File: config.mk
export PLATFORM = sky130hd
export DESIGN_NAME = mem_port_arbiter
export DESIGN_NICKNAME = d
export VERILOG_FILES = /design/src/rtl/mem_port_arbiter_pkg.sv /design/src/rtl/mem_port_arbiter_grant.sv /design/src/rtl/mem_port_arbiter.sv
export SDC_FILE = /design/constraint.sdc
export NUM_CORES = 1
export LEC_CHECK = 0
export ABC_CLOCK_PERIOD_IN_PS = 2000
export CAP_MARGIN = 15
export CORE_MARGIN = 10
export CORE_UTILIZATION = 37
export CTS_BUF_LIST = sky130_fd_sc_hd__clkbuf_2
export CTS_CLUSTER_SIZE = 25
export DETAILED_ROUTE_END_ITERATION = 10
export HOLD_SLACK_MARGIN = 0.12
export PLACE_DENSITY = 0.86
export SETUP_SLACK_MARGIN = 0.3
export SLEW_MARGIN = 20
export SYNTH_ARGS = -nofsm -noshare
export SYNTH_HDL_FRONTEND = slang
export SYNTH_SLANG_ARGS = --single-unit
File: constraint.sdc
create_clock -name clk -period 2 [get_ports clk]
set_clock_uncertainty 0.15 [all_clocks]
set_input_delay 0.3 -clock clk [delete_from_list [all_inputs] [get_ports clk]]
set_output_delay 0.3 -clock clk [all_outputs]
set_load 0.02 [all_outputs]
File: src/rtl/mem_port_arbiter_pkg.sv
// Shared types and defaults for the unified memory port arbiter.
// Imported by the grant logic and the arbiter top.
package mem_port_arbiter_pkg;

    typedef enum logic [1:0] {
        IDLE  = 2'd0,
        ISSUE = 2'd1,
        WAIT  = 2'd2,
        DONE  = 2'd3
    } state_t;

    localparam logic [1:0] OWN_NONE = 2'b00;
    localparam logic [1:0] OWN_CPU  = 2'b01;
    localparam logic [1:0] OWN_DMA  = 2'b10;

    localparam int MEM_LAT_DEF  = 2;
    localparam int MAX_LOCK_DEF = 4;

endpackage

File: src/rtl/mem_port_arbiter_grant.sv
// Combinational winner selection between CPU and DMA requesters.
// Locked DMA bursts are capped so the CPU always gets a turn.
module arb_grant_logic
    import mem_port_arbiter_pkg::*;
#(
    parameter int MAX_LOCK = MAX_LOCK_DEF
) (
    input  logic       cpu_req,
    input  logic       dma_req,
    input  logic       dma_lock,
    input  logic       last_dma,
    input  logic [3:0] lock_cnt,
    output logic       grant_cpu,
    output logic       grant_dma,
    output logic       lock_inc
);

    localparam logic [3:0] LOCK_MAX = 4'(MAX_LOCK);

    logic both;
    logic full;

    assign both = cpu_req & dma_req;
    assign full = (lock_cnt >= LOCK_MAX);

    always_comb begin
        grant_cpu = 1'b0;
        grant_dma = 1'b0;
        lock_inc  = 1'b0;
        unique case (1'b1)
            (cpu_req & ~dma_req): grant_cpu = 1'b1;
            (dma_req & ~cpu_req): grant_dma = 1'b1;
            (both & full):        grant_cpu = 1'b1;
            (both & ~full & dma_lock): begin
                grant_dma = 1'b1;
                lock_inc  = 1'b1;
            end
            (both & ~full & ~dma_lock): begin
                grant_cpu = last_dma;
                grant_dma = ~last_dma;
            end
            default: ;
        endcase
    end

endmodule

File: src/rtl/mem_port_arbiter.sv
// Shares one memory port between CPU and DMA with an
// issue / latency-wait / acknowledge sequence per access.
module mem_port_arbiter
    import mem_port_arbiter_pkg::*;
#(
    parameter int ADDR_W   = 32,
    parameter int DATA_W   = 32,
    parameter int MEM_LAT  = MEM_LAT_DEF,
    parameter int MAX_LOCK = MAX_LOCK_DEF
) (
    input  logic              clk,
    input  logic              reset,
    input  logic              cpu_req,
    input  logic              cpu_we,
    input  logic [ADDR_W-1:0] cpu_addr,
    input  logic [DATA_W-1:0] cpu_wdata,
    output logic [DATA_W-1:0] cpu_rdata,
    output logic              cpu_ack,
    output logic              cpu_stall,
    input  logic              dma_req,
    input  logic              dma_we,
    input  logic [ADDR_W-1:0] dma_addr,
    input  logic [DATA_W-1:0] dma_wdata,
    output logic [DATA_W-1:0] dma_rdata,
    output logic              dma_ack,
    input  logic              dma_lock,
    output logic              mem_en,
    output logic              mem_we,
    output logic [ADDR_W-1:0] mem_addr,
    output logic [DATA_W-1:0] mem_wdata,
    input  logic [DATA_W-1:0] mem_rdata,
    output logic [1:0]        owner
);

    localparam logic [2:0] WAIT_LD =
        (MEM_LAT > 1) ? 3'(MEM_LAT - 2) : 3'd0;

    state_t            state;
    logic              last_dma;
    logic [3:0]        lock_cnt;
    logic [2:0]        lat_cnt;
    logic [DATA_W-1:0] cpu_rdata_q;
    logic [DATA_W-1:0] dma_rdata_q;
    logic              grant_cpu;
    logic              grant_dma;
    logic              lock_inc;
    logic              rd_done;

    arb_grant_logic #(
        .MAX_LOCK (MAX_LOCK)
    ) u_grant (
        .cpu_req   (cpu_req),
        .dma_req   (dma_req),
        .dma_lock  (dma_lock),
        .last_dma  (last_dma),
        .lock_cnt  (lock_cnt),
        .grant_cpu (grant_cpu),
        .grant_dma (grant_dma),
        .lock_inc  (lock_inc)
    );

    // Read data bypasses the holding register in the ack cycle.
    assign rd_done   = (state == DONE) & ~mem_we;
    assign cpu_rdata = (rd_done && owner == OWN_CPU) ? mem_rdata : cpu_rdata_q;
    assign dma_rdata = (rd_done && owner == OWN_DMA) ? mem_rdata : dma_rdata_q;
    assign cpu_stall = cpu_req & ~cpu_ack;

    always_ff @(posedge clk) begin
        if (reset) begin
            state       <= IDLE;
            last_dma    <= 1'b1;
            lock_cnt    <= '0;
            lat_cnt     <= '0;
            cpu_rdata_q <= '0;
            dma_rdata_q <= '0;
            cpu_ack     <= 1'b0;
            dma_ack     <= 1'b0;
            mem_en      <= 1'b0;
            mem_we      <= 1'b0;
            mem_addr    <= '0;
            mem_wdata   <= '0;
            owner       <= OWN_NONE;
        end else begin
            unique case (state)
                IDLE: begin
                    if (grant_cpu | grant_dma) begin
                        state     <= ISSUE;
                        mem_en    <= 1'b1;
                        last_dma  <= grant_dma;
                        owner     <= grant_cpu ? OWN_CPU : OWN_DMA;
                        mem_we    <= grant_cpu ? cpu_we : dma_we;
                        mem_addr  <= grant_cpu ? cpu_addr : dma_addr;
                        mem_wdata <= grant_cpu ? cpu_wdata : dma_wdata;
                        if (grant_cpu)
                            lock_cnt <= '0;
                        else if (lock_inc)
                            lock_cnt <= lock_cnt + 4'd1;
                    end
                end
                ISSUE: begin
                    mem_en  <= 1'b0;
                    lat_cnt <= WAIT_LD;
                    if (MEM_LAT == 1) begin
                        state   <= DONE;
                        cpu_ack <= (owner == OWN_CPU);
                        dma_ack <= (owner == OWN_DMA);
                    end else begin
                        state <= WAIT;
                    end
                end
                WAIT: begin
                    if (lat_cnt == 3'd0) begin
                        state   <= DONE;
                        cpu_ack <= (owner == OWN_CPU);
                        dma_ack <= (owner == OWN_DMA);
                    end else begin
                        lat_cnt <= lat_cnt - 3'd1;
                    end
                end
                DONE: begin
                    state   <= IDLE;
                    cpu_ack <= 1'b0;
                    dma_ack <= 1'b0;
                    owner   <= OWN_NONE;
                    if (!mem_we && owner == OWN_CPU)
                        cpu_rdata_q <= mem_rdata;
                    if (!mem_we && owner == OWN_DMA)
                        dma_rdata_q <= mem_rdata;
                end
                default: state <= IDLE;
            endcase
            if (!dma_lock)
                lock_cnt <= '0;
        end
    end

endmodule

==> out/qor.yml <==
vias: 6750
cts_sinks: 144
powerDensity_mw_per_mm2: 881
met2_length_um: 16700
cts-buffers-inserted: 17
place_congestion: 0.842
rows: 45
leakage_uw: 0.00531
worstPathArrival_ns: 2.26
hold_end: "dma_rdata_q[4]"
antenna_found_initial: 3
yosysTopAreaCell: "dfxtp_1"
clk_pin_slew_ns: 0.23
multi_input_area_mm2: 0.00345
postPlaceCellArea_mm2: 0.00947
start_kind: "flop"
finalSetupTns_ns: -60.68
grt_setup_unrepaired: "yes"
synth-async-reset-ratio_pct: 0
fin_util_pct: 83.6
tightest_slew_ns: 1.00
avgRoutedWirePerCell_um: 26.0
first_pass_iters: 5
peakVddDrop_mv: 0.562
synth_commonest_cells: "dfxtp_1 (144), nor2b_1 (68), a221o_1 (65), and2_1 (65), mux2_1 (64)"
synth.area.top_cells: "dfxtp_1 (50%), mux2_1 (12%), a221o_1 (11%)"
rr_worst_depth: 13
r2r_start: "state[1]"
final_net_count: 1207
cp.required_ns: 1.55
drv_cap: 0
avgViaCountPerCell: 5.35
met3_length_um: 2840
root_buffer: "clkbuf_2"
cts_tree: "done"
grt_use_total_pct: 26.3
fill_cells: 688
synth_top_cell_area_share_pct: 49.9
regArea_mm2: 0.00298
m1WireLength_um: 11200
routed_wl_um: 32800
core_region_area_mm2: 0.0153
period_needed_ns: 2.71
status: "finished, violations left"
slew_viol_final: 0
synth_cell_types: 37
hold_depth: 3
h-tree-depth: 4
yosys_warnings: 0
synth_edf_count: 0
clkLatencyLatePin_ns: 0.73
max-clock-path-buffers: 2
ios: 302
routed.top_layer: "met4"
max-slew-margin-rel_pct: 33.1
overflow: 0
drc: 0
die_w_um: 145
antenna_left: 0
syn_inst: 520
die_y_um: 145
syn_area_mm2: 0.00577
hold_path_class: "primary input to flop"
setup_viol_count_final: 139
dieArea_mm2: 0.0210
grt_max_degree: 70
synthFlopType: "dfxtp_1"
port_buffers: 301
post-synth-top-count-cell: "dfxtp_1"
period_share_pct: 136
ys_seq_area_share_pct: 49.9
grt_pass1_wl_um: 41700
critPathMaxFanout: 6
start_util_pct: 37.8
power_uw: 11200
end_kind: "output port"
synth_area_per_cell_um2: 11.1
drt_iter0_drc: 468
finalWorstSetupSlack_ns: -0.715
hold_viol: 0
synth.net_count: 694
ys_ff_latch: 144
r2r_slack_ns: -0.32
hold_start: "mem_rdata[4]"
critical_path_class: "flop to output port"
stdcell_area_mm2: 0.0128
syn_to_final_growth_pct: 121
r2r-end: "mem_addr[10]"
drive_above_1_share_pct: 49.1
violations: "negative setup slack"
max_clock_freq_ghz: 0.368
dp_hpwl_um: 15700
grt_pass1_vias: 6958
[metrics by stage]
stage | instances | hold slack [ns] | worst slack, ns
CTS | 1221 | 0.109 | -0.779
global route | 1260 | 0.164 | -0.839
finish | 1262 | 0.180 | -0.715
global placement | 1027 | 0.297 | -0.275
floorplan | 520 | 0.284 | 0.253
detailed placement | 1027 | 0.305 | -0.342
[critical path, stage by stage (launching register included)]
cell	delay [ns]
dfxtp_2	0.41
ha_4	0.16
nand2b_4	0.07
nor2_4	0.15
buf_6	0.16
buf_16	0.14
mux2_4	0.33
buf_6	0.14
[metal layers]
metal / GRT usage (%) / vias to the layer above
li1: - / 2890
met5: 0 / -
met2: 45.5 / 494
met4: 14.9 / 0
met1: 27.4 / 3206
met3: 8.90 / 160
[power breakdown]
group,total (uW),leakage [uW],switching (uW),internal [uW]
sequential,3860,0.00120,429,3430
combinational,5400,0.00396,2390,3010
clock,1980,0.000152,1160,821
total,11200,0.00531,3980,7260
[cells by family (layout without fill, tap and decap cells)]
| family | count (synthesis) | after routing | synth area share [%] |
|---|---|---|---|
| compound gates | 86 | 86 | 13.7 |
| fa+ha+maj | 7 | 7 | 1.52 |
| buf+inv | 43 | 569 | 3.86 |
| flops | 144 | 144 | 49.9 |
| mux | 66 | 66 | 12.8 |
| other cells | 0 | 5 | 0 |
| simple gates | 174 | 174 | 18.1 |
[state kept, by name, summed over array words and instances, names as in the netlist]
signal       count
cpu_rdata_q     32
dma_rdata_q     32
mem_addr        32
mem_wdata       32
lock_cnt         4
lat_cnt          3
owner            2
state            2
cpu_ack          1
dma_ack          1
last_dma         1
mem_en           1
mem_we           1
[layout by cell type, fill, tap and decap left out, types with 4 or more instances in the layout]
cell,instances
nor2_1,10
buf_16,8
mux2_4,64
clkbuf_16,6
clkbuf_2,18
buf_8,4
diode_2,5
inv_1,4
nor2_4,4
buf_6,158
clkinvlp_4,4
a221o_1,65
dfxtp_1,72
a21oi_1,5
bufinv_16,4
nor2b_1,31
buf_4,45
and2_4,46
buf_12,10
dlygate4sd3_1,133
ha_1,4
and2_1,19
nor2b_4,36
dfxtp_2,69
clkdlybuf4s50_1,165
[timing repair]
| action | CTS | global route |
|---|---|---|
| setup buffers | 22 | 30 |
| resized for setup | 922 | 135 |
| pin swaps | 6 | 19 |
| setup endpoints to repair | 242 | 276 |
| gates cloned | 7 | 6 |
| hold buffers | 133 | 0 |
| hold endpoints to repair | 116 | 0 |
[final cells by class]
class	instances	area share, %
inverters	6	0.196
repair buffers	531	45.0
clock buffers	18	0.706
multi-input cells	333	27.1
flip-flops and latches	144	23.4
diodes	5	0.0981
clock inverters	14	1.48
well taps	211	2.07
[worst max-delay path by stage]
stage / start / endpoint / slack, ns / depth (start not counted)
5_1_grt: state[0] / cpu_rdata[29] / -0.84 / 7
3_5_place_dp: state[1] / dma_rdata[31] / -0.34 / 6
2_1_floorplan: state[1] / cpu_rdata[10] / 0.25 / 5
3_3_place_gp: state[1] / dma_rdata[0] / -0.28 / 6
4_1_cts: state[1] / cpu_rdata[25] / -0.78 / 7
6_report: state[0] / cpu_rdata[29] / -0.71 / 7
(Power assumes the default switching activity.)
